`src/rtl/data_memory_arbiter_pkg.sv`:
```
// data_memory_arbiter_pkg: shared types and constants for the
// two-port data memory arbiter (state encoding, port count, alignment).
package data_memory_arbiter_pkg;

   typedef enum logic {
      IDLE   = 1'b0,
      ACCESS = 1'b1
   } state_t;

   localparam int NPORTS = 2;
   localparam logic [1:0] ALIGN_MASK = 2'b11;

   function automatic logic [NPORTS-1:0] onehot2(input logic p);
      return p ? 2'b10 : 2'b01;
   endfunction

endpackage

```
`src/rtl/data_memory_arbiter_if.sv`:
```
// data_memory_arbiter_if: requester and memory-side bus of the arbiter.
// slave = arbiter side, master = requesters plus memory.
interface data_memory_arbiter_if;
   import data_memory_arbiter_pkg::*;

   logic [NPORTS-1:0] req;
   logic [NPORTS-1:0] we;
   logic [31:0]       addr0;
   logic [31:0]       addr1;
   logic [31:0]       wdata0;
   logic [31:0]       wdata1;
   logic [NPORTS-1:0] gnt;
   logic [NPORTS-1:0] rvalid;
   logic              rerr;
   logic [31:0]       rdata;
   logic [31:0]       mem_addr;
   logic [31:0]       mem_idata;
   logic              mem_write;
   logic [31:0]       mem_odata;

   modport slave (
      input  req, we, addr0, addr1, wdata0, wdata1, mem_odata,
      output gnt, rvalid, rerr, rdata, mem_addr, mem_idata, mem_write
   );

   modport master (
      output req, we, addr0, addr1, wdata0, wdata1, mem_odata,
      input  gnt, rvalid, rerr, rdata, mem_addr, mem_idata, mem_write
   );

endinterface

```
`src/rtl/data_memory_arbiter_rr_pick2.sv`:
```
// rr_pick2: combinational round-robin winner select for two ports.
// Ports: req, last, mask (consumed) in; winner, any_req out.
module rr_pick2 (
   input  logic [1:0] req,
   input  logic       last,
   input  logic [1:0] mask,
   output logic       winner,
   output logic       any_req
);

   logic [1:0] eff;

   assign eff     = req & ~mask;
   assign any_req = |eff;

   always_comb begin
      winner = 1'b0;
      unique case (1'b1)
         (eff == 2'b01): winner = 1'b0;
         (eff == 2'b10): winner = 1'b1;
         (eff == 2'b11): winner = ~last;
         default:        winner = 1'b0;
      endcase
   end

endmodule

```
`src/rtl/data_memory_arbiter.sv`:
```
// data_memory_arbiter: round-robin share of one data memory by two ports.
// Ports: clock, reset (async, active-low), bus (slave modport).
module data_memory_arbiter
   import data_memory_arbiter_pkg::*;
(
   input  logic                  clock,
   input  logic                  reset,
   data_memory_arbiter_if.slave  bus
);

   state_t      state;
   logic        owner;
   logic        last;
   logic [1:0]  rvalid_q;
   logic        rerr_q;
   logic [31:0] rdata_q;

   logic        act;
   logic [1:0]  mask;
   logic        win;
   logic        any;
   logic [31:0] a_o;
   logic [31:0] w_o;
   logic        we_o;
   logic        misal;

   assign act   = (state == ACCESS);
   assign a_o   = owner ? bus.addr1 : bus.addr0;
   assign w_o   = owner ? bus.wdata1 : bus.wdata0;
   assign we_o  = bus.we[owner];
   assign misal = |(a_o[1:0] & ALIGN_MASK);

   // The owner's request is consumed at the end of its access.
   assign mask  = act ? onehot2(owner) : 2'b00;

   rr_pick2 u_pick (
      .req     (bus.req),
      .last    (last),
      .mask    (mask),
      .winner  (win),
      .any_req (any)
   );

   assign bus.gnt       = mask;
   assign bus.mem_addr  = act ? a_o : 32'h0;
   assign bus.mem_idata = act ? w_o : 32'h0;
   assign bus.mem_write = act & we_o & ~misal;
   assign bus.rvalid    = rvalid_q;
   assign bus.rerr      = rerr_q;
   assign bus.rdata     = rdata_q;

   always_ff @(posedge clock or negedge reset) begin
      if (!reset) begin
         state    <= IDLE;
         owner    <= 1'b0;
         last     <= 1'b1;
         rvalid_q <= 2'b00;
         rerr_q   <= 1'b0;
         rdata_q  <= 32'h0;
      end else begin
         rvalid_q <= 2'b00;
         rerr_q   <= 1'b0;
         if (act) begin
            rvalid_q <= onehot2(owner);
            rerr_q   <= misal;
            rdata_q  <= (!misal && !we_o) ? bus.mem_odata : 32'h0;
         end
         if (any) begin
            owner <= win;
            last  <= win;
            state <= ACCESS;
         end else begin
            state <= IDLE;
         end
      end
   end

endmodule

```
`src/flat_wrapper.sv`:
```
// flat-port wrapper written by rule: the top's interface ports become plain ports
module data_memory_arbiter_flat import data_memory_arbiter_pkg::*;
  (clock, reset, bus_req, bus_we, bus_addr0, bus_addr1, bus_wdata0, bus_wdata1, bus_mem_odata, bus_gnt, bus_rvalid, bus_rerr, bus_rdata, bus_mem_addr, bus_mem_idata, bus_mem_write);
  data_memory_arbiter_if bus_i ();
  input  logic clock;
  input  logic reset;
  input wire logic [$bits(bus_i.req)-1:0] bus_req;
  input wire logic [$bits(bus_i.we)-1:0] bus_we;
  input wire logic [$bits(bus_i.addr0)-1:0] bus_addr0;
  input wire logic [$bits(bus_i.addr1)-1:0] bus_addr1;
  input wire logic [$bits(bus_i.wdata0)-1:0] bus_wdata0;
  input wire logic [$bits(bus_i.wdata1)-1:0] bus_wdata1;
  input wire logic [$bits(bus_i.mem_odata)-1:0] bus_mem_odata;
  output wire logic [$bits(bus_i.gnt)-1:0] bus_gnt;
  output wire logic [$bits(bus_i.rvalid)-1:0] bus_rvalid;
  output wire logic [$bits(bus_i.rerr)-1:0] bus_rerr;
  output wire logic [$bits(bus_i.rdata)-1:0] bus_rdata;
  output wire logic [$bits(bus_i.mem_addr)-1:0] bus_mem_addr;
  output wire logic [$bits(bus_i.mem_idata)-1:0] bus_mem_idata;
  output wire logic [$bits(bus_i.mem_write)-1:0] bus_mem_write;
  assign bus_i.req = bus_req;
  assign bus_i.we = bus_we;
  assign bus_i.addr0 = bus_addr0;
  assign bus_i.addr1 = bus_addr1;
  assign bus_i.wdata0 = bus_wdata0;
  assign bus_i.wdata1 = bus_wdata1;
  assign bus_i.mem_odata = bus_mem_odata;
  assign bus_gnt = bus_i.gnt;
  assign bus_rvalid = bus_i.rvalid;
  assign bus_rerr = bus_i.rerr;
  assign bus_rdata = bus_i.rdata;
  assign bus_mem_addr = bus_i.mem_addr;
  assign bus_mem_idata = bus_i.mem_idata;
  assign bus_mem_write = bus_i.mem_write;
  data_memory_arbiter u_core (.clock(clock), .reset(reset), .bus(bus_i));
endmodule
```
`config.mk`:
```
export PLATFORM = sky130hd
export DESIGN_NAME = data_memory_arbiter_flat
export DESIGN_NICKNAME = d
export VERILOG_FILES = /design/src/rtl/data_memory_arbiter_pkg.sv /design/src/rtl/data_memory_arbiter_if.sv /design/src/rtl/data_memory_arbiter_rr_pick2.sv /design/src/rtl/data_memory_arbiter.sv /design/src/flat_wrapper.sv
export SDC_FILE = /design/constraint.sdc
export NUM_CORES = 1
export LEC_CHECK = 0
export CAP_MARGIN = 20
export CORE_AREA = 2 2 104 106
export DETAILED_ROUTE_END_ITERATION = 10
export DIE_AREA = 0 0 106 108
export MAX_ROUTING_LAYER = met4
export PLACE_DENSITY = 0.77
export SLEW_MARGIN = 20
export SYNTH_ARGS = -nofsm -noshare
export SYNTH_HDL_FRONTEND = slang
export SYNTH_SLANG_ARGS = --single-unit
```
`constraint.sdc`:
```
create_clock -name clock -period 1.42 [get_ports clock]
set_clock_uncertainty 0.2 [all_clocks]
set_input_delay 0.284 -clock clock [delete_from_list [all_inputs] [get_ports clock]]
set_output_delay 0.284 -clock clock [all_outputs]
set_load 0.03 [all_outputs]
```
==> metrics.txt, run 1 <==
ANT nets after route 0; I/O Pins roughly 270; grt ovf 0; Post-synth EDFFs 0; Synth Cell Area between 2000 and 2500 sq um; worst hold slack around 0.28 ns; total negative slack -53.81 ns; Pint between 3 and 4 mW; vias in the first global route roughly 3100; outcome finished, violations left; DRC violations left 0; Clock Tree Buf Depth 2; Rows 37; WS Path Type reg -> out; 1st-iter DRT viols 106; sequential share of power approximately 21%; RSZ-0062 raised after global routing yes; max-cap violations 0; Cells after Synth between 200 and 250; routed via count between 3000 and 4000; worst slack at placement -0.723 ns; type of origin of the critical path flop; Final period util 144%; Synthesized Nets roughly 410; Syn-to-layout area delta 170%; Fin. Hold Viols 0; combinational power share between 60% and 70%; dpl hpwl 8890 um; setup slack, reg-to-reg -0.47 ns; largest net degree at the start of global routing 39; Die Width 106 um; Yosys cell types 21; Setup-failing EPs final 105; clock buffer count from CTS 5; Worst R2R End u_core.bus.rdata[11]$_DFFE_PN0P_; first-pass GRT wire length ~17000 um; Final nets ~710; Total GRT Usage between 10% and 20%; most frequent cells in the layout 164 x clkdlybuf4s50_1, 67 x buf_6, 60 x buf_4; Tmin final a little over 2 ns; Worst Reg-to-Reg Cells 5; Final Max Tran Viols 0; CTS tree built; reg2reg start u_core.owner$_DFFE_PN0P_; fin area around 6400 sq um; fin cells between 600 and 700; Net Sw Frac roughly 40%; failing checks setup timing; Post-synth ARST share 100%; worst skew pair latency roughly 0.28 ns; pwr dens 971 nW/um^2; ranking of synthesized cells by area dfrtp_1 39%, mux2i_1 27%, a22o_1 12%; Setup WS post-layout -0.622 ns; Net Switching ~2.5 mW; crit path max fanout 5; die area about 11000 sq um; worst slew pin tran approximately 0.35 ns; Post-Route Utilization between 60 and 70%; CP required about 0.94 ns; post-synthesis sequential area ratio roughly 40%; most common cell after layout, fill and taps aside clkdlybuf4s50_1; Max Freq 490 MHz; placed insts 652; share of cells above drive strength 1 about 50%; chip height 108 um; Clock power frac about 13%; wire per inst roughly 17 um; CP Capture Type output pin; H-tree depth 2; Filler cells 800; yosys warns 0; Synth top area share 39.0%; syn_area_per_cell 9.84 sq um; port bufs between 200 and 300; Area after DPL 5480 sq um; first-pass iteration count of the detailed router 4; area leader, netlist dfrtp_1; Starting Density between 20% and 30%; Leak approximately 2.8 nW; worst hold path type in -> async; drt total wl 11600 um; Vias/cell ~4.4; clock slew at reported path FFs approximately 0.08 ns; Design Power 6.23 mW; Core ar. between 10000 and 15000 sq um; gpl congestion ~0.86; Root Driver clkbuf_8; initial antenna violation count 1; max_slew headroom between 70% and 80%; Main synth FF type dfrtp_1; maximum VDD drop around 0.63 mV; # clock sinks 38; Synth Register Bits 38; Worst Path Arrival roughly 1.6 ns
## registers in the layout (all words and copies together), names as in the netlist
register,count
u_core.last,1
u_core.act,1
u_core.bus.rerr,1
u_core.owner,1
u_core.bus.rvalid,2
u_core.bus.rdata,32
## metal layers
| layer | global-route usage (%) | routed length [um] | vias up |
|---|---|---|---|
| met1 | 20.8 | 4150 | 1396 |
| met5 | - | 0 | - |
| met4 | 5.92 | 307 | 0 |
| met3 | 5.30 | 930 | 20 |
| li1 | - | - | 1451 |
| met2 | 35.9 | 6180 | 143 |
## how the worst max path moves through the flow
stage                                   to  slack, ns  cells past startpoint                startpoint
after CTS                 bus_mem_addr[14]      -0.65                      4  u_core.owner$_DFFE_PN0P_
after global placement    bus_mem_addr[19]      -0.71                      4             bus_addr0[19]
after global routing         bus_mem_write      -0.69                      5  u_core.owner$_DFFE_PN0P_
final                     bus_mem_addr[12]      -0.62                      5  u_core.owner$_DFFE_PN0P_
after floorplan           bus_mem_addr[10]      -0.24                      5  u_core.owner$_DFFE_PN0P_
after detailed placement  bus_mem_addr[14]      -0.72                      4             bus_addr0[14]
## power groups by stage
stage / registers [mW] / clock network (mW) / logic, mW
after floorplan: 1.44 / 0 / 1.73
after global placement: 1.29 / 0 / 3.32
after detailed placement: 1.29 / 0 / 3.36
after CTS: 1.27 / 0.829 / 4.02
after global routing: 1.29 / 0.875 / 4.34
final: 1.27 / 0.796 / 4.16
## Yosys cell counts (2+ instances only)
library cell  number
a21oi_1            3
a22o_1            32
buf_2              3
buf_4              5
buf_6              4
clkbuf_1           8
dfrtp_1           37
inv_1              2
mux2i_1           65
nand2_1            2
nor2_1            67
o21ai_0            4
## worst max-delay path, cell delays in order, from the launching register on
cell	delay, ns
dfrtp_4	0.53
buf_4	0.17
buf_16	0.15
mux2i_4	0.19
nor2_4	0.11
buf_6	0.13
## cells by family after synthesis
kind of cell	Yosys count	synth area share, %
mux	65	27.4
buf+inv	24	6.01
simple gates	74	12.4
flops	38	40.1
compound gates	40	14.0
## area by class of cell
type                    count  area [sq um]  share of cell area, %
clock buffers               6          82.6                   1.29
inverters                   3          16.3                  0.254
repair buffers            313          3240                   50.4
multi-input cells         179          1930                   30.2
diodes                      1          2.50                 0.0390
flip-flops and latches     38           956                   14.9
clock inverters             2          16.3                  0.254
well taps                 136           170                   2.65
## what timing repair did
item                                    4_1_cts  5_1_grt
gates resized for setup                     219       41
buffers inserted                             11        5
endpoints found under the setup margin      105      105
hold buffers                                  1        0
hold endpoints to repair                     38        0
gates cloned                                  2        0
pin swaps                                    14        3
No activity file was read; power rests on OpenSTA's default activity.
==> run 2: changes to the inputs <==
--- a/config.mk
+++ b/config.mk
@@ -10,7 +10,7 @@
 export DETAILED_ROUTE_END_ITERATION = 10
 export DIE_AREA = 0 0 106 108
 export MAX_ROUTING_LAYER = met4
-export PLACE_DENSITY = 0.77
+export PLACE_DENSITY = 0.75
 export SLEW_MARGIN = 20
 export SYNTH_ARGS = -nofsm -noshare
 export SYNTH_HDL_FRONTEND = slang
==> constraint.sdc (replaced) <==
create_clock -name clock -period 2.55 [get_ports clock]
set_clock_uncertainty 0.2 [all_clocks]
set_input_delay 0.51 -clock clock [delete_from_list [all_inputs] [get_ports clock]]
set_output_delay 0.51 -clock clock [all_outputs]
set_load 0.03 [all_outputs]
==> metrics.txt, run 2 (synthesis gave the netlist of run 1 again) <==
fin area 5170 sq um (was 6410 sq um); clock slew at reported path FFs 0.08 ns (about the same); Final period util about 95%; die area 11400 sq um (unchanged); Tmin final approximately 2.4 ns; most frequent cells in the layout 199 x clkdlybuf4s50_1, 67 x nor2_1, 65 x mux2i_1 (was 164 x clkdlybuf4s50_1, 67 x buf_6, 60 x buf_4); clock buffer count from CTS 5 (unchanged); outcome finished clean (was finished, violations left); Net Sw Frac 41.0% (was 40.1%); max incr delay on CP 0.53 ns (about the same); first-pass iteration count of the detailed router 4 (unchanged); most common cell after layout, fill and taps aside clkdlybuf4s50_1 (unchanged); Register Area 956 sq um (unchanged); Buf/Inv on CP 2 (was 3); routed via count 2830 (was 3010); area occupied by multi-input gates 1280 sq um (was 1930 sq um); drt total wl 10100 um (was 11600 um); Final nets 666 (was 706); Clock Tree Buf Depth 2 (unchanged); slowest library cell on the worst path dfrtp_4 (unchanged); worst slew pin tran 0.861 ns (was 0.349 ns); post_cts resized 43 (was 219); RSZ-0062 raised after global routing no (was yes); Vias/cell 4.44 (about the same); Pint 1.59 mW (was 3.73 mW); chip height 108 um (unchanged); Setup-failing EPs final 0 (was 105); CTS tree built (unchanged); maximum VDD drop 0.203 mV (was 0.626 mV); 1st-iter DRT viols 150 (was 106); grt ovf 0 (unchanged); Area after DPL 5130 sq um (was 5480 sq um); DRC violations left 0 (unchanged); combinational power share 58.2% (was 66.8%); Total GRT Usage 17.3% (was 19.6%); Starting Density 23.2% (unchanged); CP required 1.84 ns (was 0.94 ns); max-cap violations 0 (unchanged); DR WL met2 5340 um (was 6180 um); vias in the first global route 2876 (was 3099); Worst Path Arrival 1.72 ns (was 1.56 ns); Core ar. 10200 sq um (unchanged); initial antenna violation count 0 (was 1); first-pass GRT wire length 15300 um (was 16900 um); Leak 2.46 nW (was 2.77 nW); worst hold slack 0.134 ns (was 0.279 ns); share of cells above drive strength 1 8.58% (was 50.1%); number of flip-flops in the largest register 32 (unchanged); hold buffer count at cts 0 (was 1); Net Switching 1.11 mW (was 2.50 mW); wire per inst 15.9 um (was 17.1 um); DR WL met3 850 um (was 930 um); Cell Chain, Critical Path buf_12 > nor3_1 > o21ai_0 > nor2_1 > buf_4 (was buf_4 > buf_16 > mux2i_4 > nor2_4 > buf_6); Die Width 106 um (unchanged); ANT nets after route 0 (unchanged); Fin. Hold Viols 0 (unchanged); gpl congestion 0.875 (was 0.856); max_slew headroom 42.6% (was 76.7%); H-tree depth 2 (unchanged); Rows 37 (unchanged); crit path max fanout 27 (was 5); WS Path Type reg -> out (unchanged); Root Driver clkbuf_8 (unchanged); Max Used Layer met4 (unchanged); # clock sinks 38 (unchanged); Ant. Diodes 0 (was 1); sequential share of power 26.0% (was 20.5%); met1 wire length 3820 um (was 4150 um); crit-path leading delay family flip-flops (unchanged); worst hold path type in -> async (unchanged); dpl hpwl 8260 um (was 8890 um); largest net degree at the start of global routing 79 (was 39); CP Capture Type output pin (unchanged); Syn-to-layout area delta 118% (was 170%); # Post-CTS Setup Buffers 0 (was 11); Clock power frac 15.9% (was 12.8%); port bufs 267 (unchanged); Filler cells 974 (was 800); I/O Pins 268 (unchanged); type of origin of the critical path flop (unchanged); pwr dens 523 nW/um^2 (was 971 nW/um^2); Max Freq roughly 410 MHz; Final Max Tran Viols 0 (unchanged); worst skew pair latency 0.28 ns (about the same)
run 2: path summary, 6_finish.rpt:
kind                                                        from                                to  slack, ns  cells past startpoint
worst min register to register  u_core.bus.rdata[26]$_DFFE_PN0P_  u_core.bus.rdata[26]$_DFFE_PN0P_       0.31                      1
worst max-delay path                    u_core.owner$_DFFE_PN0P_                     bus_mem_write       0.12                      5
worst max register to register          u_core.owner$_DFFE_PN0P_  u_core.bus.rdata[15]$_DFFE_PN0P_       0.52                      4
min in group clock              u_core.bus.rdata[26]$_DFFE_PN0P_  u_core.bus.rdata[26]$_DFFE_PN0P_       0.31                      1
worst min-delay path                                       reset   u_core.bus.rdata[3]$_DFFE_PN0P_       0.13                      1
max in group asynchronous                                  reset          u_core.owner$_DFFE_PN0P_       1.39                      1
run 2: layout make-up:
cell class	count	area share [%]
tap	136	3.29
clock inverter	1	0.0969
multi-input combinational	179	24.7
sequential	38	18.5
clock buffer	7	1.67
timing repair buffer	273	51.5
inverter	3	0.218
run 2: per-stage QoR:
step           std cells  total power [mW]  TNS [ns]  worst slack (ns)  util (%)
2_1_floorplan        241              1.60         0             0.488         -
3_5_place_dp         629              2.38  -0.00817          -0.00817      50.1
4_1_cts              637              2.75         0             0.113      50.5
6_report             637              2.70         0             0.118      50.5
5_1_grt              637              2.86         0            0.0566      50.5
3_3_place_gp         629              2.36         0            0.0174      50.1
run 2: layer usage:
metal  global-route usage, %  up-vias
met2                    32.7      133
met3                    4.94        9
met4                    3.10        0
li1                        -     1365
met5                       -        -
met1                    18.3     1323
run 2: power groups by stage:
| stage | logic [mW] | registers [mW] | clock network (mW) |
|---|---|---|---|
| floorplan | 0.797 | 0.802 | 0 |
| global placement | 1.65 | 0.713 | 0 |
| detailed placement | 1.67 | 0.714 | 0 |
| CTS | 1.59 | 0.703 | 0.454 |
| global route | 1.67 | 0.711 | 0.480 |
| finish | 1.57 | 0.702 | 0.429 |
==> run 3: changes to the inputs <==
--- a/config.mk
+++ b/config.mk
@@ -7,6 +7,7 @@
 export LEC_CHECK = 0
 export CAP_MARGIN = 20
 export CORE_AREA = 2 2 104 106
+export CTS_CLUSTER_SIZE = 10
 export DETAILED_ROUTE_END_ITERATION = 10
 export DIE_AREA = 0 0 106 108
 export MAX_ROUTING_LAYER = met4
==> results of run 3 <==
Same layout as run 2: the final DEF is identical, and so are final timing and power.
